[src/rtl/trace_seq_pkg.sv]
// rtl/trace_seq_pkg.sv - shared encodings for the trace trigger sequencer
package trace_seq_pkg;

    localparam int STATE_W     = 2;
    localparam int pTRIG_LEN_W = 8;

    typedef enum logic [STATE_W-1:0] {
        IDLE  = 2'd0,
        ARMED = 2'd1,
        FIRE  = 2'd2,
        DONE  = 2'd3
    } seq_state_t;

endpackage

[src/rtl/trace_hit_counter.sv]
// rtl/trace_hit_counter.sv - 8-bit saturating per-rule hit counter
module trace_hit_counter (
    input  logic       trace_clk,
    input  logic       reset_i,
    input  logic       clr,
    input  logic       inc,
    output logic [7:0] count
);

    always_ff @(posedge trace_clk or posedge reset_i) begin
        if (reset_i) begin
            count <= 8'd0;
        end else if (clr) begin
            count <= 8'd0;
        end else if (inc && count != 8'hFF) begin
            count <= count + 8'd1;
        end
    end

endmodule

[src/rtl/trace_trig_sequencer.sv]
// rtl/trace_trig_sequencer.sv - ordered multi-stage trigger sequencer with hit counters
module trace_trig_sequencer
    import trace_seq_pkg::*;
#(
    parameter int pMATCH_RULES  = 8,
    parameter int pSTAGES       = 4,
    parameter int pWINDOW_WIDTH = 16,
    parameter int pRULE_IDX_W   = 3
) (
    input  logic                              trace_clk,
    input  logic                              reset_i,
    input  logic [pMATCH_RULES-1:0]           I_matching_pattern,
    input  logic                              I_synchronized,
    input  logic                              I_arm,
    input  logic [2:0]                        I_num_stages,
    input  logic [pSTAGES*pRULE_IDX_W-1:0]    I_stage_rule,
    input  logic [pSTAGES*pWINDOW_WIDTH-1:0]  I_stage_window,
    input  logic [7:0]                        I_trig_length,
    output logic                              O_trigger,
    output logic [1:0]                        O_state,
    output logic [$clog2(pSTAGES)-1:0]        O_stage,
    output logic [pMATCH_RULES*8-1:0]         O_trace_count
);

    localparam int STAGE_W = $clog2(pSTAGES);
    localparam logic [STAGE_W-1:0]       STAGE_ONE = 1;
    localparam logic [pWINDOW_WIDTH-1:0] WIN_ONE   = 1;
    localparam logic [pTRIG_LEN_W-1:0]   LEN_ONE   = 1;

    logic                                    arm_q;
    logic                                    arm_prev;
    logic                                    arm_rise;
    seq_state_t                              state;
    logic [STAGE_W-1:0]                      stage;
    logic [STAGE_W-1:0]                      last_stage;
    logic [pSTAGES-1:0][pRULE_IDX_W-1:0]     rule_q;
    logic [pSTAGES-1:0][pWINDOW_WIDTH-1:0]   window_q;
    logic [pTRIG_LEN_W-1:0]                  len_q;
    logic [pTRIG_LEN_W-1:0]                  pulse_cnt;
    logic [pWINDOW_WIDTH-1:0]                win_cnt;
    logic                                    trigger;

    logic [2:0]                              nstg_c;
    logic [STAGE_W-1:0]                      last_c;
    logic [pWINDOW_WIDTH-1:0]                win_cur;
    logic                                    match_cur;
    logic                                    match_first;
    logic                                    win_active;
    logic                                    timeout;

    assign arm_rise = arm_q & ~arm_prev;

    always_comb begin
        nstg_c = I_num_stages;
        if (I_num_stages == 3'd0) begin
            nstg_c = 3'd1;
        end else if (int'(I_num_stages) > pSTAGES) begin
            nstg_c = 3'(pSTAGES);
        end
        last_c = STAGE_W'(nstg_c - 3'd1);
    end

    // A match at the current stage always beats a window expiry in the same cycle.
    always_comb begin
        win_cur     = window_q[stage];
        match_cur   = I_matching_pattern[rule_q[stage]];
        match_first = I_matching_pattern[rule_q[0]];
        win_active  = (stage != '0) && (win_cur != '0);
        timeout     = win_active && !match_cur && (win_cnt == win_cur - WIN_ONE);
    end

    always_ff @(posedge trace_clk or posedge reset_i) begin
        if (reset_i) begin
            arm_q      <= 1'b0;
            arm_prev   <= 1'b0;
            state      <= IDLE;
            stage      <= '0;
            last_stage <= '0;
            rule_q     <= '0;
            window_q   <= '0;
            len_q      <= '0;
            pulse_cnt  <= '0;
            win_cnt    <= '0;
            trigger    <= 1'b0;
        end else begin
            arm_q    <= I_arm;
            arm_prev <= arm_q;
            if (!arm_q) begin
                state   <= IDLE;
                stage   <= '0;
                win_cnt <= '0;
                trigger <= 1'b0;
            end else if (arm_rise) begin
                // Config is only sampled here, so the usb_clk-side registers may be quasi-static.
                last_stage <= last_c;
                rule_q     <= I_stage_rule;
                window_q   <= I_stage_window;
                len_q      <= (I_trig_length == 8'd0) ? LEN_ONE : I_trig_length;
                state      <= ARMED;
                stage      <= '0;
                win_cnt    <= '0;
                trigger    <= 1'b0;
            end else begin
                case (state)
                    ARMED: begin
                        if (!I_synchronized) begin
                            stage   <= '0;
                            win_cnt <= '0;
                        end else if (match_cur) begin
                            if (stage == last_stage) begin
                                state     <= FIRE;
                                trigger   <= 1'b1;
                                pulse_cnt <= len_q;
                            end else begin
                                stage   <= stage + STAGE_ONE;
                                win_cnt <= '0;
                            end
                        end else if (timeout) begin
                            win_cnt <= '0;
                            stage   <= match_first ? STAGE_ONE : '0;
                        end else if (win_active) begin
                            win_cnt <= win_cnt + WIN_ONE;
                        end
                    end
                    FIRE: begin
                        pulse_cnt <= pulse_cnt - LEN_ONE;
                        if (pulse_cnt == LEN_ONE) begin
                            state   <= DONE;
                            trigger <= 1'b0;
                        end
                    end
                    default: begin
                    end
                endcase
            end
        end
    end

    assign O_trigger = trigger;
    assign O_state   = state;
    assign O_stage   = stage;

    for (genvar r = 0; r < pMATCH_RULES; r++) begin : g_hit
        trace_hit_counter u_hit (
            .trace_clk (trace_clk),
            .reset_i   (reset_i),
            .clr       (arm_rise),
            .inc       ((state != IDLE) && I_synchronized && I_matching_pattern[r]),
            .count     (O_trace_count[r*8 +: 8])
        );
    end

endmodule

[config.mk]
export PLATFORM = sky130hd
export DESIGN_NAME = trace_trig_sequencer
export DESIGN_NICKNAME = d
export VERILOG_FILES = /design/src/rtl/trace_seq_pkg.sv /design/src/rtl/trace_hit_counter.sv /design/src/rtl/trace_trig_sequencer.sv
export SDC_FILE = /design/constraint.sdc
export NUM_CORES = 1
export LEC_CHECK = 0
export ABC_CLOCK_PERIOD_IN_PS = 8200
export BUFFER_PORTS_ARGS = -buffer_cell sky130_fd_sc_hd__buf_2
export CAP_MARGIN = 40
export CORE_ASPECT_RATIO = 1.5
export CORE_MARGIN = 10
export CORE_UTILIZATION = 35
export DETAILED_ROUTE_END_ITERATION = 16
export PLACE_DENSITY = 0.65
export SYNTH_ARGS = -nofsm -noshare
export SYNTH_HDL_FRONTEND = slang
export SYNTH_SLANG_ARGS = --single-unit
[constraint.sdc]
create_clock -name trace_clk -period 8.2 [get_ports trace_clk]
set_input_delay 0.41 -clock trace_clk [delete_from_list [all_inputs] [get_ports trace_clk]]
set_output_delay 0.41 -clock trace_clk [all_outputs]
set_load 0.05 [all_outputs]
-- After elaboration in Yosys (flattened, before gate mapping)
Index checks and enable logic that the tools add are counted.
Widths: inputs -> output; s select.
- logic and storage cells: 171
- register bits after elaboration: 181
- reduce and logical (&&, ||, !) cells: 40
- equal/unequal tests: 25
- bitwise logic cells: 3
- add/sub/neg operators: 13
- muxes and demuxes: 61
- magnitude comparators: 4
- operators by type and width (operator ; number):
    $mux 8 ; 20
    $mux 16 ; 9
    $add 8x1->8 const B ; 8
    $ne 8x8->1 const B ; 8
    $bmux 16 s2 ; 1
    $mux 2 ; 15
    $reduce_bool 2->1 ; 11
    $logic_and 1x1->1 ; 20
    $add 16x1->16 const B ; 1
    $eq 16x16->1 ; 1
    $ne 4x4->1 const B ; 4
    $pmux 8 s2 ; 1
    $reduce_bool 16->1 ; 1
    $sub 16x1->16 const B ; 1
    $mux 1 ; 9
    $eq 8x1->1 const B ; 1
    $logic_not 8->1 ; 1
    $lt 3x4->1 const B ; 2
    $sub 8x1->8 const B ; 1
    $bmux 1 s3 ; 2
    $bmux 3 s2 ; 1
    $ne 2x2->1 const B ; 3
    $ne 6x2->1 const B ; 1
    $reduce_and 3->1 ; 2
    other kinds (21) ; 22

-- Logic depth before layout (Yosys ltp)
Gate-level depths: netlist of run 1.
- depth after elaboration: 13
- gate-level depth with buffers: 15

-- Hierarchy
From an unflattened synthesis of run 1, not the netlist that was laid out.
- cell total of the unflattened synthesis: 913
- area total of the unflattened synthesis: 10441.3 sq um
- by module, submodules not included (module ; area each (sq um) ; sequential area each (sq um) ; cells each ; times used):
    trace_trig_sequencer ; 6407.4 ; 2927.8 ; 521 ; 1
    trace_hit_counter ; 504.2 ; 200.2 ; 49 ; 8

-- Worst setup path after synthesis of run 1
Ideal clock, no wire load.
- kind: flip-flop to flip-flop
- start point: register stage[0] (netlist: O_stage[0])
- end point: register win_cnt[11]
- setup time: 119 ps
- data arrival time: 3781 ps
- path buffers: 4
- cell stages (with the launch flop): 16
- clock period less this slack: 3900 ps
- setup slack: 4300 ps
- cell sequence: dfrtp_1 -> buf_4 -> buf_6 -> buf_6 -> mux4_2 -> inv_1 -> ha_1 -> and4_1 -> o21ai_0 -> nor4_1 -> o21bai_1 -> or4_4 -> o21bai_4 -> and2b_4 -> buf_6 -> nor2_1
- word-level cells in the longest chain between the ends: 13
- RTL lines (element ; RTL line ; source):
    start, declared ; trace_trig_sequencer.sv:34 ; logic [STAGE_W-1:0] stage;
    start signal, assigned ; trace_trig_sequencer.sv:115 ; stage <= stage + STAGE_ONE;
    start signal, assigned ; trace_trig_sequencer.sv:120 ; stage <= match_first ? STAGE_ONE : '0;
    branches (longest 13 deep; another with $sub 16x1->16) ; - ;
    end signal, assigned ; trace_trig_sequencer.sv:122 ; win_cnt <= win_cnt + WIN_ONE;
    end, declared ; trace_trig_sequencer.sv:40 ; logic [pWINDOW_WIDTH-1:0] win_cnt;
Several ways; the timed one is not identified. The select of a mux whose other input is x is not followed.
A chain may end at the register's enable or synchronous reset.

-- Worst setup path after layout of run 1
- start point: register stage[1] (netlist: O_stage[1])
- end point: register stage[1] (netlist: O_stage[1])
- word-level cells in the longest chain between the ends: 9
- RTL lines (element):
    branches (longest 9 deep; another with $sub 16x1->16)
Several ways; the timed one is not identified. The select of a mux whose other input is x is not followed.

==> results of run 1 <==
==> where the power goes <==
part | total [mW] | leakage (nW) | switching (mW) | internal [mW]
registers | 1.06 | 2.30 | 0.0765 | 0.985
clock network | 0.826 | 0.288 | 0.392 | 0.434
logic | 0.412 | 2.38 | 0.225 | 0.188
==> metal layers <==
layer,track usage,part of all wire,vias up
met5,0,0.0013,-
met2,0.263,0.53,157
li1,-,-,3238
met4,0.0534,0.023,4
met3,0.0399,0.047,37
met1,0.158,0.40,3366
==> layout make-up <==
cell class,count,area (um^2),share of cell area
timing repair buffer,180,1010,0.0911
clock inverter,15,160,0.0145
multi-input combinational,581,4470,0.403
tap,333,417,0.0376
inverter,14,57.6,0.00520
sequential,181,4530,0.409
clock buffer,17,425,0.0384
antenna,4,10.0,0.000904
==> sequential cells by signal, summed over array words and instances (netlist names) <==
| signal | count |
|---|---|
| O_stage | 2 |
| O_state | 2 |
| O_trigger | 1 |
| arm_prev | 1 |
| arm_q | 1 |
| g_hit.u_hit.count | 64 |
| last_stage | 2 |
| len_q | 8 |
| pulse_cnt | 8 |
| rule_q | 12 |
| win_cnt | 16 |
| window_q | 64 |
==> path summary, 6_finish.rpt <==
check                                           to  slack, ps  cells past startpoint
max                                     O_stage[1]       4280                     12
max in group asynchronous             window_q[51]       6550                      4
min reg2reg                               arm_prev        450                      0
min                                          arm_q         90                      1
max reg2reg                             O_stage[1]       4280                     12
min in group asynchronous  g_hit[5].u_hit.count[3]        540                      3
==> cells by family (layout without fill, tap and decap cells) <==
kind of cell | count (synthesis) | in the layout | share of synthesized area
other cells | 0 | 4 | 0
simple gates | 269 | 269 | 0.151
flops | 181 | 181 | 0.494
fa+ha+maj | 17 | 17 | 0.0232
compound gates | 97 | 97 | 0.0661
buf+inv | 43 | 226 | 0.0207
mux | 122 | 122 | 0.173
xor+xnor | 76 | 76 | 0.0725
==> what timing repair did <==
| action | CTS | global route |
|---|---|---|
| gates resized for setup | 0 | 0 |
| endpoints found under the setup margin | 0 | 0 |
| hold endpoints to repair | 3 | 0 |
| hold buffers | 1 | 0 |
==> critical path: cells and delay by family, from the launching register on <==
kind            cells  cell delay [ps]
compound gates      4              620
flops               1              740
fa+ha+maj           1              200
simple gates        4             1380
mux                 1              400
buf+inv             2              450
==> stage by stage <==
stage               instance area (um^2)  hold WS, ps  total power, mW  std cells
floorplan                           9180          393             1.36        805
global placement                   10400          439             1.48       1282
CTS                                11100         69.4             2.33       1321
global route                       11100         68.1             2.41       1322
detailed placement                 10500          446             1.50       1288
finish                             11100         93.8             2.30       1325
==> placed cells by master (no fill, tap or decap), drive strengths merged, types with 4 or more instances in the layout <==
cell type,instances
mux2,85
nand2,40
nand3b,6
o22ai,6
or3,18
nand2b,6
nor2,87
buf,179
nor4,6
diode,4
nand4,22
o21ai,29
o211ai,6
mux4,21
inv,22
ha,17
dfrtp,181
xor2,42
o211a,5
nand3,29
clkinv,5
a21oi,33
nor3b,6
mux2i,16
xnor2,34
and3,18
nor3,14
clkbuf,17
==> reports/results.txt, run 1 <==
The flow ran to the end, and the final reports show no timing, DRC or antenna violations. The worst path in the final design needs a cycle of 3920 ps, including I/O delays and setup. The die covers 0.0332 mm^2. Summing every instance area after synthesis gives 0.00918 mm^2. For this design, the slowest cell found on the critical path is dfrtp_1. The share of cells above drive strength 1 was 0.333; the detail-routed via count per cell was 5.13. The final layout net count came out at 1091. At the worst endpoint, the required time is 8520 ps.

The fmax was 255 MHz; the largest fanout of any net on the critical path was 14. The commonest cells after synthesis are dfrtp_1, nor2_1, mux2_2. The count of nets left with antenna violations once routing finished came out at 0. On the worst path, the slowest cell contributes a delay of 740 ps.

The total of buffers placed on input and output ports works out to 167. The type of the tightest min-delay check was primary input to flip-flop. Summed over all layers, the routed wires come to 24100 um.

For this run the aggregate overflow at the end of global routing stands at 0. Share of the yosys chip area belonging to registers: 0.494. After synthesis, the cell types taking the most area are dfrtp_1, mux2_2, mux4_2, xor2_1, nor2_1. The tools report the setup violation total in the final timing report as 0. The run gives 0.355 as the starting density of the core. The core occupancy in the finished layout came out at 0.428.

CTS built an H-tree with a depth of 4. The share of the clock period used by the worst path is 0.478, and the count of final max-slew check failures is 0. The worst setup path is launched from a flip-flop. The worst IR drop on VDD came out at 147 uV. The slew of the pin with the lowest slew margin is 835 ps, and the width of the die is 152 um. Dividing the detail-routed wire length by the instance count gives 18.2 um. The logs give 4290 ps for the worst slack at placement and 0 for the total count of hold-check failures in the final report. The average instance in the mapped netlist occupies 11.4 um^2. For the count of routing violations after the opening detailed-route iteration, the log shows 321.

For this run, the number of Yosys warnings is 0. The tools report the wire length of the first global-routing pass as 39000 um. The tree is rooted in a clkbuf_16. The total leakage power is 4.97 nW, and the portion of synthesized cell area occupied by the leading cell type is 0.494. Walking the worst path, the cells encountered are buf_4, mux4_2, inv_1, ha_1, and4_1, o21ai_0, nor4_1, o21bai_1, or4_4, o21bai_4, and2b_4, o21ai_0.

STA classifies the critical path endpoint as a flip-flop. Clock transition time at the flip-flop clock pins of the worst setup and hold paths: 70 ps. The most instantiated flip-flop cell in the synthesis netlist was dfrtp_1. The clock net in this run drives a total of 181 sinks.

Among all cell types in the netlist, the one instantiated most often is dfrtp_1. The logs give 0.0259 mm^2 for the core box area and 6802 for the overall via count from detail_route. Entering global routing, the biggest net connects 74 pins. In this run, synthesis inferred 0 flip-flops with an integrated enable. Launch point of the worst hold path: I_arm. The power density over the cells works out to 208 mW/mm^2. The cell seen most often among critical-path stages was o21ai_0.

Tracing the worst setup path back leads to its startpoint at O_stage[1]. The tools report the maximum clock path buffer count as 2. The tools report the summed negative setup slack over all endpoints as 0 ps. For the worst setup path, the data arrival time is 4240 ps.

For the clock network latency to the later pin of the worst-skew pair, the log shows 440 ps. Setup repair after global routing left no endpoint under its margin. The post-synthesis to final-layout area growth works out to 20.7%. The largest total area in the synthesized netlist belongs to dfrtp_1. The logs give 0.443 for the worst max-slew margin expressed relative to the limit and 0 for the detailed-route DRC error count. The length of the first detailed-routing pass in iterations was 4; the number of antenna violations at the first check in global routing was 5. The worst register-to-register path begins at O_stage[1]. The count of mapped cells out of synthesis was 805; the number of buffers inserted during clock tree synthesis was 17. Across the run, the number of max-cap violations was 0.

The run gives 921 as the synthesized netlist net count. Yosys mapped the design onto 58 distinct sky130hd cell types. The tools report the via count of the first global-routing pass as 7270. Fill cells in the final layout number 2457.

In this run the vertical extent of the chip is 218 um. TritonCTS built the clock tree. The logs give 0.145 for the total track usage and 0 for the number of buffers inserted to repair setup after CTS. The half-perimeter wire length after detailed placement is 18400 um, and the total number of placement rows is 72.

The type of the worst setup path was flip-flop to flip-flop. Synthesis inferred 181 register bits. The post-layout worst setup margin was 4280 ps; the post-route clock skew was 15.0 ps. The routability congestion estimate is 0.864. The number of primary I/O pins is 168. The share of flip-flops with an asynchronous set or reset came out at 1.00.
(Power assumes the default switching activity.)
==> run 2, diff against run 1 <==
--- a/config.mk
+++ b/config.mk
@@ -5,7 +5,7 @@
 export SDC_FILE = /design/constraint.sdc
 export NUM_CORES = 1
 export LEC_CHECK = 0
-export ABC_CLOCK_PERIOD_IN_PS = 8200
+export ABC_CLOCK_PERIOD_IN_PS = 3800
 export BUFFER_PORTS_ARGS = -buffer_cell sky130_fd_sc_hd__buf_2
 export CAP_MARGIN = 40
 export CORE_ASPECT_RATIO = 1.5
==> constraint.sdc (replaced) <==
create_clock -name trace_clk -period 3.8 [get_ports trace_clk]
set_input_delay 0.19 -clock trace_clk [delete_from_list [all_inputs] [get_ports trace_clk]]
set_output_delay 0.19 -clock trace_clk [all_outputs]
set_load 0.05 [all_outputs]
==> reports/results.txt, run 2 (synthesis results as in run 1) <==
The core box area came out at 0.0259 mm^2 (unchanged). Highest-count cells in the layout ignoring fill and taps: dfrtp_1, buf_2, nor2_1 (unchanged). Wire length of the first global-routing pass: 39100 um (was 39000 um). TritonCTS built the clock tree.

The data required time of the critical path is 4110 ps (was 8520 ps). Half-perimeter wire length after detailed placement: 17900 um (was 18400 um). The width of the die came out at 152 um (unchanged).

The floorplan die area was 0.0332 mm^2 (unchanged). The commonest non-fill, non-tap cell in the layout was dfrtp_1 (unchanged). The largest fanout of any net on the critical path works out to 20 (was 14). The tools report the end point of the critical path as O_stage[1] (unchanged). Routability congestion estimate: 0.839 (was 0.864). Largest registers ranked by flip-flop count: g_hit.u_hit.count x64, window_q x64, win_cnt x16 (unchanged). The logs give 4 (unchanged) for the H-tree depth and 0 (unchanged) for the number of nets with antenna violations after routing. The worst max-slew margin expressed relative to the limit is 0.588 (was 0.443), and the arrival time at the worst endpoint is 3820 ps (was 4240 ps).

The final layout net count is 1155 (was 1091). The tools report the startpoint of the worst setup timing path as O_stage[0] (was O_stage[1]). The logs give 0.180 (was 0.179) for the combinational fraction of design power and 181 (unchanged) for the clock sink count. The length of the first detailed-routing pass in iterations came out at 4 (unchanged). The number of buffers inserted to repair setup after CTS was 0 (unchanged); the power density over the cells was 443 mW/mm^2 (was 208 mW/mm^2). Clock root buffer: clkbuf_16 (unchanged). For the total grt overflow, the log shows 0 (unchanged).

Worst reg2reg path startpoint: O_stage[0] (was O_stage[1]). The logs give 0.0118 mm^2 (was 0.0111 mm^2) for the post-route cell area and 2 (unchanged) for the maximum clock path buffer count. The tools report the number of buffers inserted during clock tree synthesis as 17 (unchanged). The tools report the post-cts repair resize count as 0 (unchanged).

The gate family responsible for the most delay along the worst path was simple AND/OR/NAND/NOR gates (unchanged). The clock transition time at the flip-flop clock pins of the worst setup and hold paths came out at 60 ps (was 70 ps). Cell-by-cell listing of the critical path: buf_12, mux4_2, nor4_4, o211ai_2, o31ai_1, a21oi_1, or4_4, o21bai_4, and2b_4, o21ai_0 (was buf_4, mux4_2, inv_1, ha_1, and4_1, o21ai_0, nor4_1, o21bai_1, or4_4, o21bai_4, and2b_4, o21ai_0). Share of the clock period used by the worst path: 0.924 (was 0.478).

For the sequential share of power, the log shows 0.439 (was 0.462). Setup repair after global routing left no endpoint under its margin. The tools report the terminus of the critical flop-to-flop path as O_stage[1] (unchanged). The count of final max-slew check failures is 0 (unchanged), and the number of fill cells in the layout is 2427 (was 2457). Share of cells above drive strength 1: 0.314 (was 0.333). The number of antenna violations at the first check in global routing is 1 (was 5), and the total leakage power is 5.26 nW (was 4.97 nW). For the total track usage, the log shows 0.144 (was 0.145). The run gives 1386 (was 1325) as the count of placed standard cells in the final layout, fillers left out. For the number of cells in the design after placement, the log shows 1290 (was 1288). The internal reg-to-reg setup slack is 290 ps (was 4280 ps).

The type of the tightest min-delay check is primary input to flip-flop (unchanged). The cell area after placement was 0.0105 mm^2 (about the same). The number of buffer and inverter instances along the worst setup path works out to 1 (was 2).

The tools report the startpoint type of the worst setup path as a flip-flop (unchanged). The number of primary I/O pins is 168 (unchanged), and the max-cap check violation count is 0 (unchanged). For the via count of the first global-routing pass, the log shows 7534 (was 7270). The clock network latency to the later pin of the worst-skew pair was 430 ps (was 440 ps); the starting density of the core was 0.355 (unchanged). The post-synthesis to final-layout area growth was 28.3% (was 20.7%); the switching power as a share of total power was 0.272 (was 0.302). The part of the power in the clock network is 0.381 (was 0.359). Area of the multi-input gates: 0.00447 mm^2 (unchanged). The die extent in y was 218 um (unchanged); the detailed-route DRC error count was 0 (unchanged). The slew of the pin with the lowest slew margin was 615 ps (was 835 ps).

The wire length per cell is 17.4 um (was 18.2 um). Logic depth of the worst path, buffers included: 10 (was 12). The run finished with clean final reports.

The pin count of the biggest net entering global routing was 93 (was 74); the final period demand of the worst path was 3510 ps (was 3920 ps). The tools report the net switching power of the design as 1.42 mW (was 0.694 mW). The total count of hold-check failures in the final report was 0 (unchanged). The fmax is 285 MHz (was 255 MHz). The run gives 0.00453 mm^2 (unchanged) as the area taken by flip-flops and latches. The critical path's slowest cell is mux4_2 (was dfrtp_1).

The count of routing violations after the opening detailed-route iteration was 284 (was 321); the summed negative setup slack over all endpoints was 0 ps (unchanged). The worst slack at placement was 287 ps (was 4290 ps); the detail-routed via count per cell was 5.05 (was 5.13). The stage delay of the slowest cell on the critical path came out at 640 ps (was 740 ps).

The total number of placement rows was 72 (unchanged); the number of cells on the worst reg-to-reg path was 10 (was 12). The total of buffers placed on input and output ports is 167 (unchanged). The run gives 10.0 ps (was 15.0 ps) as the post-route clock skew.

Setup violation total in the final timing report: 0 (unchanged). The tools report the worst hold margin as 16.4 ps (was 93.8 ps). The type of the worst setup path was flip-flop to flip-flop (unchanged).

The routed wire length is 24200 um (was 24100 um). Overall via count from detail_route: 6998 (was 6802). The internal power consumption was 3.80 mW (was 1.61 mW); the post-layout worst setup margin was 289 ps (was 4280 ps).

The worst IR drop on VDD is 334 uV (was 147 uV). The tools report the type of element capturing the critical path as a flip-flop (unchanged).
[run 2: cell count changes in the layout (fill, tap and decap cells not counted), sizes merged, moves of 3 or more]
cell,change
dlygate4sd3,+62
inv,-8
bufinv,+4
clkbuf,+4
diode,-3
[run 2: worst min-delay path by stage]
stage / from / end / slack [ps] / cells past startpoint
after global placement: I_arm / arm_q / 300 / 1
after CTS: I_stage_window[56] / window_q[56] / 3 / 2
after global routing: I_trig_length[1] / len_q[1] / 2 / 2
final: I_stage_window[7] / window_q[7] / 20 / 2
after floorplan: I_arm / arm_q / 220 / 0
after detailed placement: I_arm / arm_q / 300 / 1
[run 2: routing by layer]
layer,up-vias,track usage,part of all wire
met5,-,0,0
met4,0,0.0573,0.025
met3,32,0.0397,0.050
met2,150,0.261,0.53
met1,3456,0.156,0.39
li1,3360,-,-
[run 2: repair_timing]
item | 4_1_cts | 5_1_grt
setup endpoints to repair | 0 | 0
hold buffers | 63 | 0
hold endpoints to repair | 243 | 0
[run 2: cell type report]
cell class	count	share of cell area
Sequential cell	181	0.385
Multi-Input combinational cell	581	0.379
Timing Repair Buffer	244	0.139
Clock buffer	21	0.0400
Tap cell	333	0.0354
Clock inverter	11	0.0167
Inverter	14	0.00478
Antenna cell	1	0.000213
[run 2: through the flow]
step           total power, mW   util
6_report                  5.22  0.455
4_1_cts                   5.29  0.455
3_3_place_gp              3.20  0.405
2_1_floorplan             2.94      -
5_1_grt                   5.48  0.455
3_5_place_dp              3.22  0.405
[run 2: power groups by stage]
stage / Clock, mW / Combinational (mW) / Sequential (mW)
floorplan: 0 / 0.575 / 2.36
global placement: 0 / 0.875 / 2.32
detailed placement: 0 / 0.892 / 2.33
CTS: 2.04 / 0.950 / 2.29
global route: 2.13 / 1.03 / 2.32
finish: 1.99 / 0.937 / 2.29
